===== src/rtl/pac_pkg.sv =====
// Shared types and helpers for the player direction front end.
//   dir_t        : movement direction, encoded LEFT=0 RIGHT=1 DOWN=2 UP=3
//   key_dec_t    : decoded keycode (valid flag plus direction)
//   KEY_A/D/S/W  : canonical USB keycodes for the four directions
package pac_pkg;

    localparam int unsigned KC_W = 8;

    typedef enum logic [1:0] {
        LEFT  = 2'd0,
        RIGHT = 2'd1,
        DOWN  = 2'd2,
        UP    = 2'd3
    } dir_t;

    typedef enum logic {
        ST_IDLE = 1'b0,
        ST_PEND = 1'b1
    } pend_state_t;

    // A non-direction key always decodes with dir=LEFT so that two NONE values compare equal.
    typedef struct packed {
        logic valid;
        dir_t dir;
    } key_dec_t;

    localparam logic [KC_W-1:0] KEY_A = 8'h04;
    localparam logic [KC_W-1:0] KEY_D = 8'h07;
    localparam logic [KC_W-1:0] KEY_S = 8'h16;
    localparam logic [KC_W-1:0] KEY_W = 8'h1A;

    // Map a raw keycode to a direction; anything unrecognised is NONE.
    function automatic key_dec_t key_to_dir(input logic [KC_W-1:0] kc);
        key_dec_t r;
        r.valid = 1'b1;
        r.dir   = LEFT;
        case (kc)
            KEY_A:   r.dir = LEFT;
            KEY_D:   r.dir = RIGHT;
            KEY_S:   r.dir = DOWN;
            KEY_W:   r.dir = UP;
            default: r.valid = 1'b0;
        endcase
        return r;
    endfunction

    // Canonical keycode presented to the motion block for a direction.
    function automatic logic [KC_W-1:0] dir_to_key(input dir_t d);
        logic [KC_W-1:0] k;
        case (d)
            LEFT:    k = KEY_A;
            RIGHT:   k = KEY_D;
            DOWN:    k = KEY_S;
            UP:      k = KEY_W;
            default: k = KEY_A;
        endcase
        return k;
    endfunction

    // Opposite direction: the encoding pairs LEFT/RIGHT and DOWN/UP on bit 0.
    function automatic dir_t dir_reverse(input dir_t d);
        return dir_t'(d ^ 2'b01);
    endfunction

endpackage


===== src/rtl/key_debounce.sv =====
// Frame-tick debouncer for decoded direction keys.
//   Clk, Reset    : clock and synchronous active-high reset
//   tick          : one-cycle frame tick; state only advances when high
//   dec           : decoded key for this cycle
//   accept_c      : combinational pulse on the tick where a direction becomes stable
//   accept_dir_c  : direction being accepted (valid only with accept_c)
module key_debounce
    import pac_pkg::*;
#(
    parameter int unsigned STABLE_FRAMES = 2,
    parameter int unsigned CNT_W         = 4
) (
    input  logic     Clk,
    input  logic     Reset,
    input  logic     tick,
    input  key_dec_t dec,
    output logic     accept_c,
    output dir_t     accept_dir_c
);

    localparam logic [CNT_W-1:0] STABLE = CNT_W'(STABLE_FRAMES);

    key_dec_t         cand_q, cand_d;
    logic [CNT_W-1:0] cnt_q, cnt_d;

    // Candidate register and run-length counter.
    always_ff @(posedge Clk) begin
        if (Reset) begin
            cand_q <= '{valid: 1'b0, dir: LEFT};
            cnt_q  <= '0;
        end else begin
            cand_q <= cand_d;
            cnt_q  <= cnt_d;
        end
    end

    // Count consecutive identical ticks; accept fires only on the tick the run reaches STABLE.
    always_comb begin
        cand_d       = cand_q;
        cnt_d        = cnt_q;
        accept_c     = 1'b0;
        accept_dir_c = dec.dir;
        if (tick) begin
            if (dec == cand_q) begin
                if (cnt_q < STABLE) begin
                    cnt_d = cnt_q + CNT_W'(1);
                end
            end else begin
                cand_d = dec;
                cnt_d  = CNT_W'(1);
            end
            accept_c = (cnt_d == STABLE) && (cnt_q < STABLE) && cand_d.valid;
        end
    end

endmodule


===== src/rtl/pac_dir_buffer.sv =====
// Turns raw USB keycodes into a single held direction keycode for player motion.
// Debounces over frame ticks, buffers one pending turn and commits it when the maze
// reports the turn is open, on a reversal, or when nothing has been committed yet.
//   Clk, Reset    : clock and synchronous active-high reset
//   frame_clk     : vsync-rate level, sampled on Clk
//   keycode_in    : raw keycode
//   turn_ok       : maze says pending turn is legal now (sampled on ticks only)
//   keycode_out   : held keycode for the motion block
//   dir_cur       : committed direction
//   dir_valid     : a direction has been committed since reset
//   pending_valid : a turn is buffered
//   frame_tick    : one-Clk pulse per frame_clk rising edge
module pac_dir_buffer
    import pac_pkg::*;
#(
    parameter int unsigned STABLE_FRAMES = 2,
    parameter int unsigned HOLD_FRAMES   = 8,
    parameter int unsigned CNT_W         = 4
) (
    input  logic            Clk,
    input  logic            Reset,
    input  logic            frame_clk,
    input  logic [KC_W-1:0] keycode_in,
    input  logic            turn_ok,
    output logic [KC_W-1:0] keycode_out,
    output logic [1:0]      dir_cur,
    output logic            dir_valid,
    output logic            pending_valid,
    output logic            frame_tick
);

    localparam logic [CNT_W-1:0] HOLD_LAST = CNT_W'(HOLD_FRAMES - 1);

    logic [KC_W-1:0]  kc_q;
    logic             frame_prev;
    key_dec_t         dec;
    logic             accept_c;
    dir_t             accept_dir_c;

    pend_state_t      state_q, state_d;
    dir_t             pend_q, pend_d;
    logic [CNT_W-1:0] hold_q, hold_d;
    dir_t             dir_q, dir_d;
    logic             dir_valid_d;
    logic [KC_W-1:0]  key_d;
    logic             commit_c;
    logic             take_c;

    // Input register and frame edge detect; frame_prev resets high so a high frame_clk
    // at reset release does not look like an edge.
    always_ff @(posedge Clk) begin
        if (Reset) begin
            kc_q       <= '0;
            frame_prev <= 1'b1;
            frame_tick <= 1'b0;
        end else begin
            kc_q       <= keycode_in;
            frame_prev <= frame_clk;
            frame_tick <= frame_clk & ~frame_prev;
        end
    end

    assign dec = key_to_dir(kc_q);

    key_debounce #(
        .STABLE_FRAMES (STABLE_FRAMES),
        .CNT_W         (CNT_W)
    ) u_debounce (
        .Clk          (Clk),
        .Reset        (Reset),
        .tick         (frame_tick),
        .dec          (dec),
        .accept_c     (accept_c),
        .accept_dir_c (accept_dir_c)
    );

    // Pending-turn state and committed direction registers.
    always_ff @(posedge Clk) begin
        if (Reset) begin
            state_q       <= ST_IDLE;
            pend_q        <= LEFT;
            hold_q        <= '0;
            dir_q         <= LEFT;
            dir_valid     <= 1'b0;
            keycode_out   <= '0;
            pending_valid <= 1'b0;
        end else begin
            state_q       <= state_d;
            pend_q        <= pend_d;
            hold_q        <= hold_d;
            dir_q         <= dir_d;
            dir_valid     <= dir_valid_d;
            keycode_out   <= key_d;
            pending_valid <= (state_d == ST_PEND);
        end
    end

    assign dir_cur = dir_q;

    // Per tick: commit, else age/expire, then a fresh accept overrides either outcome.
    always_comb begin
        state_d     = state_q;
        pend_d      = pend_q;
        hold_d      = hold_q;
        dir_d       = dir_q;
        dir_valid_d = dir_valid;
        key_d       = keycode_out;
        commit_c    = 1'b0;
        take_c      = 1'b0;
        if (frame_tick) begin
            commit_c = (state_q == ST_PEND) &&
                       (turn_ok || !dir_valid || (pend_q == dir_reverse(dir_q)));
            if (commit_c) begin
                dir_d       = pend_q;
                dir_valid_d = 1'b1;
                key_d       = dir_to_key(pend_q);
                state_d     = ST_IDLE;
            end else if (state_q == ST_PEND) begin
                if (hold_q == HOLD_LAST) begin
                    state_d = ST_IDLE;
                end else begin
                    hold_d = hold_q + CNT_W'(1);
                end
            end
            // Compare against the post-commit direction so re-pressing the current way is a no-op.
            take_c = accept_c && (!dir_valid_d || (accept_dir_c != dir_d));
            if (take_c) begin
                pend_d  = accept_dir_c;
                hold_d  = '0;
                state_d = ST_PEND;
            end
        end
    end

endmodule


===== config.mk =====
export PLATFORM = sky130hd
export DESIGN_NAME = pac_dir_buffer
export DESIGN_NICKNAME = d
export VERILOG_FILES = /design/src/rtl/pac_pkg.sv /design/src/rtl/key_debounce.sv /design/src/rtl/pac_dir_buffer.sv
export SDC_FILE = /design/constraint.sdc
export NUM_CORES = 1
export LEC_CHECK = 0
export ABC_CLOCK_PERIOD_IN_PS = 1800
export CAP_MARGIN = 20
export CORE_UTILIZATION = 47
export DETAILED_ROUTE_END_ITERATION = 10
export PLACE_DENSITY = 0.75
export SLEW_MARGIN = 20
export SYNTH_ARGS = -nofsm -noshare
export SYNTH_HDL_FRONTEND = slang
export SYNTH_SLANG_ARGS = --single-unit

===== constraint.sdc =====
create_clock -name Clk -period 1.8 [get_ports Clk]
set_clock_uncertainty 0.05 [all_clocks]
set_input_delay 0.27 -clock Clk [delete_from_list [all_inputs] [get_ports Clk]]
set_output_delay 0.27 -clock Clk [all_outputs]
set_load 0.005 [all_outputs]

## Word-level counts from Yosys, hierarchy flattened

Index checks and enable logic that the tools add are counted.

| word-level totals | value |
|---|---|
| input bits | 12 |
| register bits | 35 |
| output and inout bits | 13 |

| operators by class | value |
|---|---|
| bitwise operators | 3 |
| reduce and logical (&&, ||, !) cells | 16 |
| multiplexer cells | 21 |
| $add $sub $neg | 2 |
| order comparisons | 1 |
| equality and inequality tests | 15 |

Operator list:

| cell | count |
|---|---|
| 8-bit case mux with 4 select lines | 1 |
| 4-bit 2-to-1 mux | 7 |
| 8-bit by 3-bit equality test with 1-bit output, second input constant | 2 |
| 8-bit by 5-bit equality test with 1-bit output, second input constant | 2 |
| 4-bit by 1-bit adder with 4-bit output, second input constant | 2 |
| 1-bit 2-to-1 mux | 8 |
| 3-bit 2-to-1 mux | 2 |
| 2-bit case mux with 3 select lines | 1 |
| 2-bit AND reduction | 3 |
| 2-bit equality test, second input constant | 2 |
| 4-bit by 2-bit equality test with 1-bit output, second input constant | 1 |
| 4-bit by 3-bit equality test with 1-bit output, second input constant | 1 |
| 1-bit logical AND | 4 |
| 4-bit by 2-bit less-than comparator with 1-bit output, second input constant | 1 |
| 2-bit 2-to-1 mux | 2 |
| 2-bit by 1-bit inequality test with 1-bit output, second input constant | 2 |
| 4-bit AND reduction | 1 |
| 4-bit OR reduction | 1 |
| 3-bit equality test | 1 |
| 1-bit logical OR | 3 |
| 2-bit by 1-bit equality test with 1-bit output, second input constant | 1 |
| 2-bit equality test | 1 |
| 1-bit logical NOT | 2 |
| 2-bit logical NOT | 1 |
| other kinds (5) | 6 |

## Depth between registers and ports, before layout

Gate-level depths: netlist of the first run.

| logic depth | value |
|---|---|
| depth after elaboration | 13 |
| gate-level depth with buffers | 8 |
| gate-level depth less buffers | 7 |

## Cells and area by module

Synthesis of the first run repeated with hierarchy kept, for this count alone.

| unflattened totals | value |
|---|---|
| cells, all modules | 167 |
| area, all modules | 1522.7 um^2 |

By module, submodules not included:

| module | area an instance (um^2) | cells each | times used |
|---|---|---|---|
| pac_dir_buffer | 1168.6 | 131 | 1 |
| key_debounce | 354.1 | 36 | 1 |

## Least setup slack after synthesis of the first run

No wires, ideal clock.

| timing | value |
|---|---|
| path kind | reg2reg |
| from | register kc_q[0] |
| to | register pend_q[0] |
| data required time | 1.618 ns |
| arrival | 1.780 ns |
| path slack | -0.163 ns |
| period minus slack after synthesis | 1.963 ns |
| cell stages (with the launch flop) | 8 |
| library setup time | 0.132 ns |
| buffers on the path | 0 |
| cell sequence | dfxtp_1 -> and4bb_1 -> o211a_4 -> xnor2_1 -> a211o_1 -> a211o_1 -> o21ai_1 -> a21oi_1 |

| on the way | value |
|---|---|
| cells in the longest elaborated chain, start to end | 12 |
| elaborated cells between the ends (all ways) | 20 |

RTL lines:

| element | line | text |
|---|---|---|
| start, declared | pac_dir_buffer.sv:34 | `logic [KC_W-1:0] kc_q;` |
| start signal, assigned | pac_dir_buffer.sv:57 | `kc_q <= keycode_in;` |
| 8-bit by 5-bit equality test with 1-bit output / 8-bit by 3-bit equality test with 1-bit output (equally long branches) | pac_pkg.sv:37 | `case (kc)` |
| 4-bit OR reduction (no source line) | n/a |  |
| 1-bit 2-to-1 mux | pac_pkg.sv:37 |  |
| 3-bit equality test | key_debounce.sv:44 | `if (dec == cand_q) begin` |
| 4-bit 2-to-1 mux | key_debounce.sv:44 |  |
| 4-bit 2-to-1 mux | key_debounce.sv:43 | `if (tick) begin` |
| 4-bit by 2-bit equality test with 1-bit output | key_debounce.sv:52 | `accept_c = (cnt_d == STABLE) && (cnt_q < STABLE) && cand_d.valid;` |
| 1-bit logical AND (2 in series) | key_debounce.sv:52 |  |
| 1-bit 2-to-1 mux | key_debounce.sv:43 |  |
| 1-bit logical AND | pac_dir_buffer.sv:126 | `take_c = accept_c && (!dir_valid_d \|\| (accept_dir_c != dir_d));` |
| 2-bit AND reduction (no source line) | n/a |  |
| end signal, assigned | pac_dir_buffer.sv:89 | `pend_q <= pend_d;` |
| end, declared | pac_dir_buffer.sv:41 | `dir_t pend_q, pend_d;` |

Several ways; a longest one is shown, not always the timed one. The select of a mux whose other input is x is not followed.
A chain may end at the register's enable or synchronous reset.

## Final worst setup path of the first run

| timing | value |
|---|---|
| from | register kc_q[3] |
| to | register state_q |

| on the way | value |
|---|---|
| cells in the longest elaborated chain, start to end | 12 |
| elaborated cells between the ends (all ways) | 20 |

RTL lines:

| element | line | text |
|---|---|---|
| 8-bit by 5-bit equality test with 1-bit output / 8-bit by 3-bit equality test with 1-bit output (equally long branches) | pac_pkg.sv:37 |  |
| 4-bit OR reduction (no source line) | n/a |  |
| 1-bit 2-to-1 mux | pac_pkg.sv:37 |  |
| 3-bit equality test | key_debounce.sv:44 |  |
| 4-bit 2-to-1 mux | key_debounce.sv:44 |  |
| 4-bit 2-to-1 mux | key_debounce.sv:43 |  |
| 4-bit by 2-bit equality test with 1-bit output | key_debounce.sv:52 |  |
| 1-bit logical AND (2 in series) | key_debounce.sv:52 |  |
| 1-bit 2-to-1 mux | key_debounce.sv:43 |  |
| 1-bit logical AND (*) | pac_dir_buffer.sv:126 |  |
| 1-bit 2-to-1 mux (*) | pac_dir_buffer.sv:127 | `if (take_c) begin` |
| end signal, assigned | pac_dir_buffer.sv:88 | `state_q <= state_d;` |
| end, declared | pac_dir_buffer.sv:40 | `pend_state_t state_q, state_d;` |

Mark *: on every way between the ends. The rest lies on a longest branch, timed or not. The select of a mux whose other input is x is not followed.

==> results of run 1 <==
## per-layer routing
layer,track usage,vias to the layer above,share of wire
met4,0.1054,0,0.024
met1,0.2448,598,0.40
met5,0,-,0
met2,0.3777,41,0.52
met3,0.07366,10,0.051
li1,-,646,-
## cells in the mapped netlist, types with 2 or more instances
| cell type | count |
|---|---|
| dfxtp_1 | 32 |
| nand2_1 | 11 |
| nor2_1 | 11 |
| nor2b_1 | 11 |
| a21oi_1 | 9 |
| nor3_1 | 8 |
| nand3_1 | 7 |
| xnor2_1 | 6 |
| a21o_1 | 4 |
| buf_4 | 4 |
| inv_1 | 4 |
| mux2i_1 | 4 |
| nand2b_1 | 4 |
| xor2_1 | 4 |
| a211oi_1 | 3 |
| clkbuf_1 | 3 |
| a211o_1 | 2 |
| a31oi_1 | 2 |
| ha_1 | 2 |
| nor4_1 | 2 |
| o21ai_1 | 2 |
## registers in the layout, summed over array words and instances, names as in the netlist, 2 cells and up
signal             count
kc_q                   8
keycode_out            5
u_debounce.cand_q      3
dir_cur                2
pend_q                 2
u_debounce.cnt_q       4
hold_q                 4
## power breakdown
group          internal, W  switching, W  leakage (nW)  total [W]
combinational    0.0000623     0.0000438         0.494   0.000106
clock             0.000193      0.000241        0.0326   0.000434
sequential        0.000721    0.00000957         0.261   0.000731
total             0.000976      0.000295         0.788    0.00127
## cells by family after synthesis
| logic type | count (synthesis) |
|---|---|
| AOI/OAI and AO/OA | 31 |
| xor gates and xnor gates | 10 |
| adders and majority gates | 2 |
| buffers and inverters | 12 |
| DFF | 32 |
| muxes | 4 |
| other | 1 |
| and+or+nand+nor | 67 |
## how the worst max path moves through the flow
stage | startpoint | end | slack, ps | cells past startpoint
4_1_cts | kc_q[3] | state_q | -190 | 7
3_3_place_gp | turn_ok | state_q | -380 | 8
2_1_floorplan | kc_q[4] | pend_q[0] | -140 | 7
3_5_place_dp | turn_ok | state_q | -410 | 8
5_1_grt | kc_q[3] | state_q | -330 | 7
6_report | kc_q[3] | state_q | -220 | 7
## layout make-up
class	instances	share of cell area
Tap cell	44	0.02774
Timing Repair Buffer	45	0.2030
Inverter	4	0.007566
Clock buffer	8	0.02963
Sequential cell	32	0.3253
Multi-Input combinational cell	117	0.4067
## timing repair
item,in CTS,in global routing
pin swaps,3,2
gates resized for setup,0,2
hold buffers,0,0
setup endpoints to repair,11,11
## through the flow
stage	hold WS, ps	setup slack, ps	utilization	area [sq um]	TNS (ps)
global placement	328.2	-381.0	0.6318	1913	-2579
global route	370.2	-329.4	0.6554	1984	-2753
floorplan	322.9	-136.1	-	1500	-831.4
CTS	352.4	-187.1	0.6512	1972	-1373
finish	350.9	-216.9	0.6554	1984	-1472
detailed placement	337.6	-407.3	0.6318	1913	-2933
==> impl_metrics.json, run 1 <==
{
  "ir_worst_vdd_mv": 0.5506,
  "synth_largest_area_cell": "dfxtp_1",
  "r2r_cells": 7,
  "fin_crit_sh": 1.120,
  "fill_cells": 245,
  "synth_area_leaders": "dfxtp_1 (43%), nor2b_1 (4.6%), xnor2_1 (3.5%), a21oi_1 (3.0%), nand2_1 (2.8%)",
  "drt-pass1-iter-count": 4,
  "multiInputGateArea_sq_um": 807.0,
  "critical_path_class": "register to register",
  "wl_per_cell_um": 13.11,
  "synth-edff-count": 0,
  "rsz0062_at_grt": "true",
  "synthAdderAreaFrac": 0.01682,
  "cpLargestDelayFamily": "compound AO/OA/AOI/OAI gates",
  "coreArea_sq_um": 3028,
  "hold_end": "frame_tick",
  "synthSimpleGateAreaFrac": 0.2624,
  "final_nets": 219,
  "synth_xor_area_frac": 0.05887,
  "path_clk_slew_ps": 100,
  "final-setup-viol-count": 11,
  "cts_sinks": 32,
  "placed_cells": 242,
  "rows": 20,
  "die_area_sq_um": 3394,
  "ff_latch_area_sq_um": 645.6,
  "ys_seq_area_frac": 0.4306,
  "cp_slowest_cell": "dfxtp_2",
  "cts_root_buffer": "clkbuf_4",
  "status": "finished, violations left",
  "ys_types": 45,
  "drtAntennaViolNets": 0,
  "place.gp.congestion": 0.7984,
  "via_count": 1295,
  "synth_top_family_by_area": "simple AND/OR/NAND/NOR gates",
  "place_hpwl_um": 2384,
  "layout_commonest_cell": "dfxtp_1",
  "drc": 0,
  "vias_per_cell": 5.180,
  "grt_usage": 0.2203,
  "synth_mux_area_frac": 0.02691,
  "cp_max_fo": 5,
  "post_cts_buffers": 0,
  "fin_crit_ps": 2017,
  "yosys_warnings": 0,
  "violations": "setup timing",
  "synth_cells": 159,
  "initial_core_util": 0.4913,
  "setup_slack_ps": -216.9,
  "rr_startpoint": "kc_q[3]",
  "synthArstFlopShare": 0,
  "n_antenna_cell": 0,
  "power_density_nw_per_um2": 640.3,
  "synth_top_area_frac": 0.4306,
  "path_buf_inv": 0,
  "slew_viol_final": 0,
  "critPathMostFrequentCell": "a211o_1",
  "r2r_end": "state_q",
  "hold_violations": 0,
  "syn-cell-area_sq_um": 1488,
  "routed_wl_um": 3277,
  "synth_compound_area_frac": 0.1615,
  "post_synth.cell_area_avg_sq_um": 9.356,
  "overflow": 0,
  "ys_ff_latch": 32,
  "hold_path_startpoint": "frame_prev",
  "most-common-layout-cells": "dfxtp_1 (28), buf_4 (23), clkdlybuf4s50_1 (21)",
  "fmax_mhz": 495.8,
  "h-tree-depth": 2,
  "crit_required_ps": 2040,
  "cp_slowest_stage_delay_ps": 360,
  "cts_tree": "built",
  "numCtsBuffers": 5,
  "hold_depth": 1,
  "worst_setup_path_end_kind": "register",
  "hp-class": "register to register",
  "grt_antenna_before_repair": 0,
  "die_x_um": 58.26,
  "final_cell_count_no_fill": 250,
  "grt_max_degree": 30,
  "layout-drive-gt1-share": 0.2184,
  "grt_pass1_vias": 1226,
  "synth_flop_cell": "dfxtp_1",
  "r2r_setup_slack_ps": -220,
  "worst_ep_arrival_time_ps": 2250,
  "path_cells": "and4bb_2, o211a_4, xnor2_1, a211o_1, a211o_1, nor2_4, o31a_1",
  "drtIter0Drc": 58,
  "io_buffers": 21,
  "total_power_w": 0.001271,
  "p_leak_nw": 0.7880,
  "chipHeight_um": 58.26,
  "grt_pass1_wl_um": 5533,
  "maxCapViolCount": 0,
  "critPathLaunchType": "register",
  "ios": 25,
  "clockBufferDepth": 2,
  "clk_latency_ps": 330,
  "syn2layout_area_growth_pct": 33.39
}
No activity file was read; power rests on OpenSTA's default activity.
==> inputs of run 2 (changes only) <==
--- a/config.mk
+++ b/config.mk
@@ -7,6 +7,7 @@
 export LEC_CHECK = 0
 export ABC_CLOCK_PERIOD_IN_PS = 1800
 export CAP_MARGIN = 20
+export CORE_MARGIN = 3
 export CORE_UTILIZATION = 47
 export DETAILED_ROUTE_END_ITERATION = 10
 export PLACE_DENSITY = 0.75
==> run 2 against run 1 <==
Compared with the run above:
- the flow still finishes with violations (setup timing)
- highest routed layer unchanged
- global-route usage fell by 2.4 points
- sequential power about the same
- die area rose by 14%
- total power grew 9.7%
- core utilization increased by 4.2 points
- hold slack improved by 12 ps
==> impl_metrics.json, run 2 (synthesis results as in run 1) <==
{
  "grt_pass1_wl_um": 6154,
  "layout-drive-gt1-share": 0.2356,
  "met2_usage": 0.3737,
  "grt_max_degree": 14,
  "power.internal_w": 0.001073,
  "hold_buffers": 0,
  "ff_latch_area_sq_um": 645.6,
  "via_count": 1323,
  "worst_hold_slack_ps": 363.1,
  "status": "finished, violations left",
  "initial_core_util": 0.5172,
  "hold_path_startpoint": "frame_prev",
  "vias_per_cell": 5.292,
  "top_register": "kc_q",
  "worst_ep_arrival_time_ps": 2320,
  "r2r_cells": 7,
  "chipHeight_um": 62.26,
  "rr_startpoint": "kc_q[3]",
  "r2r_end": "state_q",
  "cts_root_buffer": "clkbuf_4",
  "crit_required_ps": 2040,
  "clk_latency_ps": 340,
  "fin_crit_ps": 2081,
  "place_hpwl_um": 2686,
  "power_density_nw_per_um2": 695.1,
  "overflow": 0,
  "placed_cells": 240,
  "final_nets": 221,
  "drtAntennaViolNets": 0,
  "syn2layout_area_growth_pct": 34.82,
  "path_clk_slew_ps": 110,
  "violations": "setup timing",
  "swShare": 0.2305,
  "fin_crit_sh": 1.156,
  "total_power_w": 0.001394,
  "grt_antenna_before_repair": 0,
  "coreArea_sq_um": 2877,
  "ir_worst_vdd_mv": 0.4892,
  "grt_usage": 0.1960,
  "n_antenna_cell": 0,
  "maxCapViolCount": 0,
  "multiInputGateArea_sq_um": 803.3,
  "gr-usage-met3": 0.04324,
  "die_area_sq_um": 3876,
  "numCtsBuffers": 5,
  "final_cell_count_no_fill": 250,
  "hp-class": "register to register",
  "grt_busiest_layer": "met2",
  "place.gp.congestion": 0.7765,
  "slew_viol_final": 0,
  "p_clk_frac": 0.398,
  "routed_wl_um": 3554,
  "h-tree-depth": 2,
  "dpl_cell_area_sq_um": 1898,
  "power_frac_seq": 0.525,
  "most-common-layout-cells": "dfxtp_1 (28), buf_4 (25), clkdlybuf4s50_1 (21)",
  "hold_depth": 1,
  "hold_end": "frame_tick",
  "rows": 19,
  "drt-pass1-iter-count": 4,
  "p_leak_nw": 0.7924,
  "switchingPower_w": 0.0003214,
  "setup_slack_ps": -280.9,
  "final-setup-viol-count": 11,
  "worst_setup_path_end_kind": "register",
  "rsz0062_at_grt": "true",
  "largest_reg_flops": 8,
  "cp_max_fo": 5,
  "fmax_mhz": 480.6,
  "die_x_um": 62.26,
  "largestRegisters": "kc_q (8), keycode_out (5)",
  "p_comb_frac": 0.077,
  "layout_commonest_cell": "dfxtp_1",
  "cts_tree": "built",
  "wl_per_cell_um": 14.22,
  "finalInstanceArea_sq_um": 2006,
  "cts_sinks": 32,
  "critical_path_class": "register to register",
  "io_buffers": 21,
  "r2r_setup_slack_ps": -280,
  "grtUsageMet1": 0.1971,
  "grt_pass1_vias": 1455,
  "critPathLaunchType": "register",
  "hold_violations": 0,
  "fill_cells": 227,
  "ios": 25,
  "clockBufferDepth": 2,
  "drtIter0Drc": 41,
  "drc": 0
}
run 2: final cells by class:
| cell class | instances | share of cell area |
|---|---|---|
| multi-input cells | 117 | 0.4005 |
| flip-flops and latches | 32 | 0.3219 |
| repair buffers | 47 | 0.2040 |
| well taps | 42 | 0.02620 |
| clock inverters | 3 | 0.02121 |
| clock buffers | 5 | 0.01871 |
| inverters | 4 | 0.007486 |
run 2: critical path: stages (launching register included):
cell and delay, ps:
dfxtp_2 370, and4bb_2 260, o211a_4 270, xnor2_1 120, a211o_1 280, a211o_1 370
nor2_4 160, o31a_1 150
run 2: through the flow:
stage                       util  setup TNS, ps  setup WS [ps]
after floorplan                -         -831.4         -136.1
after global placement    0.6599          -2708         -383.2
after detailed placement  0.6599          -3602         -474.4
after CTS                 0.6933          -2532         -268.0
after global routing      0.6973          -3458         -350.3
final                     0.6973          -2462         -280.9
run 2: routing by layer:
layer	vias up	share of wire
met5	-	0
met4	0	0.018
met3	10	0.042
met2	36	0.53
met1	627	0.41
li1	650	-
run 2: worst max path at each step:
stage / startpoint / end / slack, ps
final: kc_q[3] / state_q / -280
after global routing: kc_q[2] / state_q / -350
after CTS: kc_q[2] / state_q / -270
after detailed placement: turn_ok / pend_q[1] / -470
after global placement: turn_ok / pend_q[0] / -380
after floorplan: kc_q[4] / pend_q[0] / -140
run 2: power by group through the flow:
stage	Combinational, W	Clock, W	Sequential (W)
2_1_floorplan	0.0000512	0	0.000748
5_1_grt	0.000117	0.000591	0.000733
6_report	0.000107	0.000555	0.000732
4_1_cts	0.000106	0.000560	0.000732
3_3_place_gp	0.0000978	0	0.000747
3_5_place_dp	0.000102	0	0.000748
run 2: what timing repair did:
action	4_1_cts	5_1_grt
resized for setup	2	1
buffers inserted	1	1
pin swaps	5	8
endpoints found under the setup margin	11	11
==> inputs of run 3 (changes only) <==
--- a/config.mk
+++ b/config.mk
@@ -6,11 +6,11 @@
 export NUM_CORES = 1
 export LEC_CHECK = 0
 export ABC_CLOCK_PERIOD_IN_PS = 1800
-export CAP_MARGIN = 20
 export CORE_MARGIN = 3
 export CORE_UTILIZATION = 47
 export DETAILED_ROUTE_END_ITERATION = 10
 export PLACE_DENSITY = 0.75
+export REMOVE_ABC_BUFFERS = 1
 export SLEW_MARGIN = 20
 export SYNTH_ARGS = -nofsm -noshare
 export SYNTH_HDL_FRONTEND = slang
==> run 3 against run 2 <==
Compared with the run above:
- the run still ends with setup timing left
- non-clock buffer count decreased by 1
- worst setup slack improved by 81 ps
- cell count shrank 0.80%
- total power is 12% lower
- critical path depth unchanged
- sequential power is essentially flat
- largest power group unchanged
==> impl_metrics.json, run 3 (synthesis results as in run 1) <==
{
  "hold_path_startpoint": "frame_prev",
  "cts_root_buffer": "clkbuf_4",
  "drtIter0Drc": 23,
  "hold_violations": 0,
  "status": "finished, violations left",
  "wl_per_cell_um": 13.17,
  "cts_tree": "built",
  "chipHeight_um": 62.26,
  "hp-class": "register to register",
  "vias_per_cell": 5.226,
  "path_clk_slew_ps": 100,
  "numCtsBuffers": 5,
  "worst_hold_slack_ps": 347.3,
  "hold_end": "frame_tick",
  "grt_max_degree": 23,
  "power_density_nw_per_um2": 618.8,
  "place.gp.congestion": 0.7734,
  "fmax_mhz": 499.9,
  "via_count": 1296,
  "critical_path_class": "register to register",
  "coreArea_sq_um": 2877,
  "most-common-layout-cells": "dfxtp_1 (28), buf_4 (25), clkdlybuf4s50_1 (21), nand2_1 (11), nor2b_1 (11)",
  "layout_commonest_cell": "dfxtp_1",
  "cts_sinks": 32,
  "n_antenna_cell": 0,
  "path_buf_inv": 0,
  "cp_max_fo": 5,
  "grt_pass1_wl_um": 5678,
  "rsz0062_at_grt": "true",
  "final_nets": 220,
  "p_leak_nw": 0.7859,
  "fin_crit_sh": 1.111,
  "final-setup-viol-count": 11,
  "critPathMostFrequentCell": "a211o_1",
  "cp_slowest_stage_delay_ps": 350,
  "dpl_cell_area_sq_um": 1878,
  "r2r_end": "state_q",
  "die_area_sq_um": 3876,
  "worst_setup_path_end_kind": "register",
  "finalInstanceArea_sq_um": 1984,
  "violations": "setup timing",
  "largestRegisters": "kc_q (8), keycode_out (5)",
  "crit_required_ps": 2050,
  "syn2layout_area_growth_pct": 33.39,
  "maxCapViolCount": 0,
  "grt_pass1_vias": 1301,
  "cpLargestDelayFamily": "compound AO/OA/AOI/OAI gates",
  "top_register": "kc_q",
  "r2r_setup_slack_ps": -200,
  "ios": 25,
  "total_power_w": 0.001228,
  "fill_cells": 233,
  "rows": 19,
  "fin_crit_ps": 2000,
  "grt_usage": 0.1828,
  "rr_startpoint": "kc_q[4]",
  "drc": 0,
  "drt-pass1-iter-count": 4,
  "die_x_um": 62.26,
  "critPathLaunchType": "register",
  "place_hpwl_um": 2404,
  "ir_worst_vdd_mv": 0.5793,
  "routed_wl_um": 3267,
  "clk_latency_ps": 340,
  "setup_slack_ps": -200.3,
  "clockBufferDepth": 2,
  "drtAntennaViolNets": 0,
  "layout-drive-gt1-share": 0.2330,
  "overflow": 0,
  "hold_depth": 1,
  "worst_ep_arrival_time_ps": 2250,
  "largest_reg_flops": 8,
  "initial_core_util": 0.5172,
  "slew_viol_final": 0,
  "r2r_cells": 7,
  "h-tree-depth": 2,
  "path_cells": "and4bb_2, o211a_4, xnor2_2, a211o_1, a211o_1, nor2_4, o31a_1",
  "io_buffers": 21,
  "grt_antenna_before_repair": 0,
  "cp_slowest_cell": "dfxtp_2"
}
run 3: per-stage QoR:
step	utilization	setup TNS [ps]	std cells	setup WS (ps)
final	0.6899	-2006	248	-200.3
after global routing	0.6899	-3200	248	-325.1
after CTS	0.6759	-1836	246	-257.4
after detailed placement	0.6529	-3238	238	-386.2
after global placement	0.6529	-2285	238	-320.0
after floorplan	-	-1041	153	-162.6
run 3: how the worst max path moves through the flow:
stage | start | endpoint | slack [ps] | depth (start not counted)
2_1_floorplan | kc_q[0] | state_q | -160 | 7
3_3_place_gp | turn_ok | state_q | -320 | 8
3_5_place_dp | turn_ok | hold_q[1] | -390 | 8
4_1_cts | kc_q[3] | state_q | -260 | 7
5_1_grt | kc_q[3] | state_q | -330 | 7
6_report | kc_q[4] | state_q | -200 | 7
run 3: metal layers:
metal,up-vias,GRT usage,share of wire
met3,8,0.06126,0.040
met4,0,0.06612,0.023
li1,644,-,-
met5,-,0,0
met1,620,0.2007,0.42
met2,24,0.3266,0.52
run 3: final cells by class:
type | count | area [sq um] | area share
clock inverter | 1 | 5.005 | 0.002522
tap | 42 | 52.55 | 0.02648
multi-input combinational | 117 | 827.0 | 0.4168
clock buffer | 6 | 41.29 | 0.02081
timing repair buffer | 46 | 397.9 | 0.2005
inverter | 4 | 15.01 | 0.007566
sequential | 32 | 645.6 | 0.3253
run 3: where the power goes:
group / switching, W / total, W / internal, W / leakage (nW)
Combinational: 0.0000463 / 0.000110 / 0.0000635 / 0.496
Clock: 0.000244 / 0.000387 / 0.000144 / 0.0281
Sequential: 0.00000993 / 0.000731 / 0.000721 / 0.261
Total: 0.000300 / 0.00123 / 0.000928 / 0.786
run 3: worst register-to-register path, stage by stage (launching register included):
cell and delay [ps]:
dfxtp_2 350, and4bb_2 250, o211a_4 270, xnor2_2 130, a211o_1 280, a211o_1 330
nor2_4 150, o31a_1 150
run 3: repair_timing:
action | in CTS | in global routing
resized for setup | 5 | 4
hold buffers | 0 | 0
buffers inserted | 1 | 2
setup endpoints to repair | 11 | 11
endpoints found under the hold margin | 0 | 0
pin swaps | 17 | 6
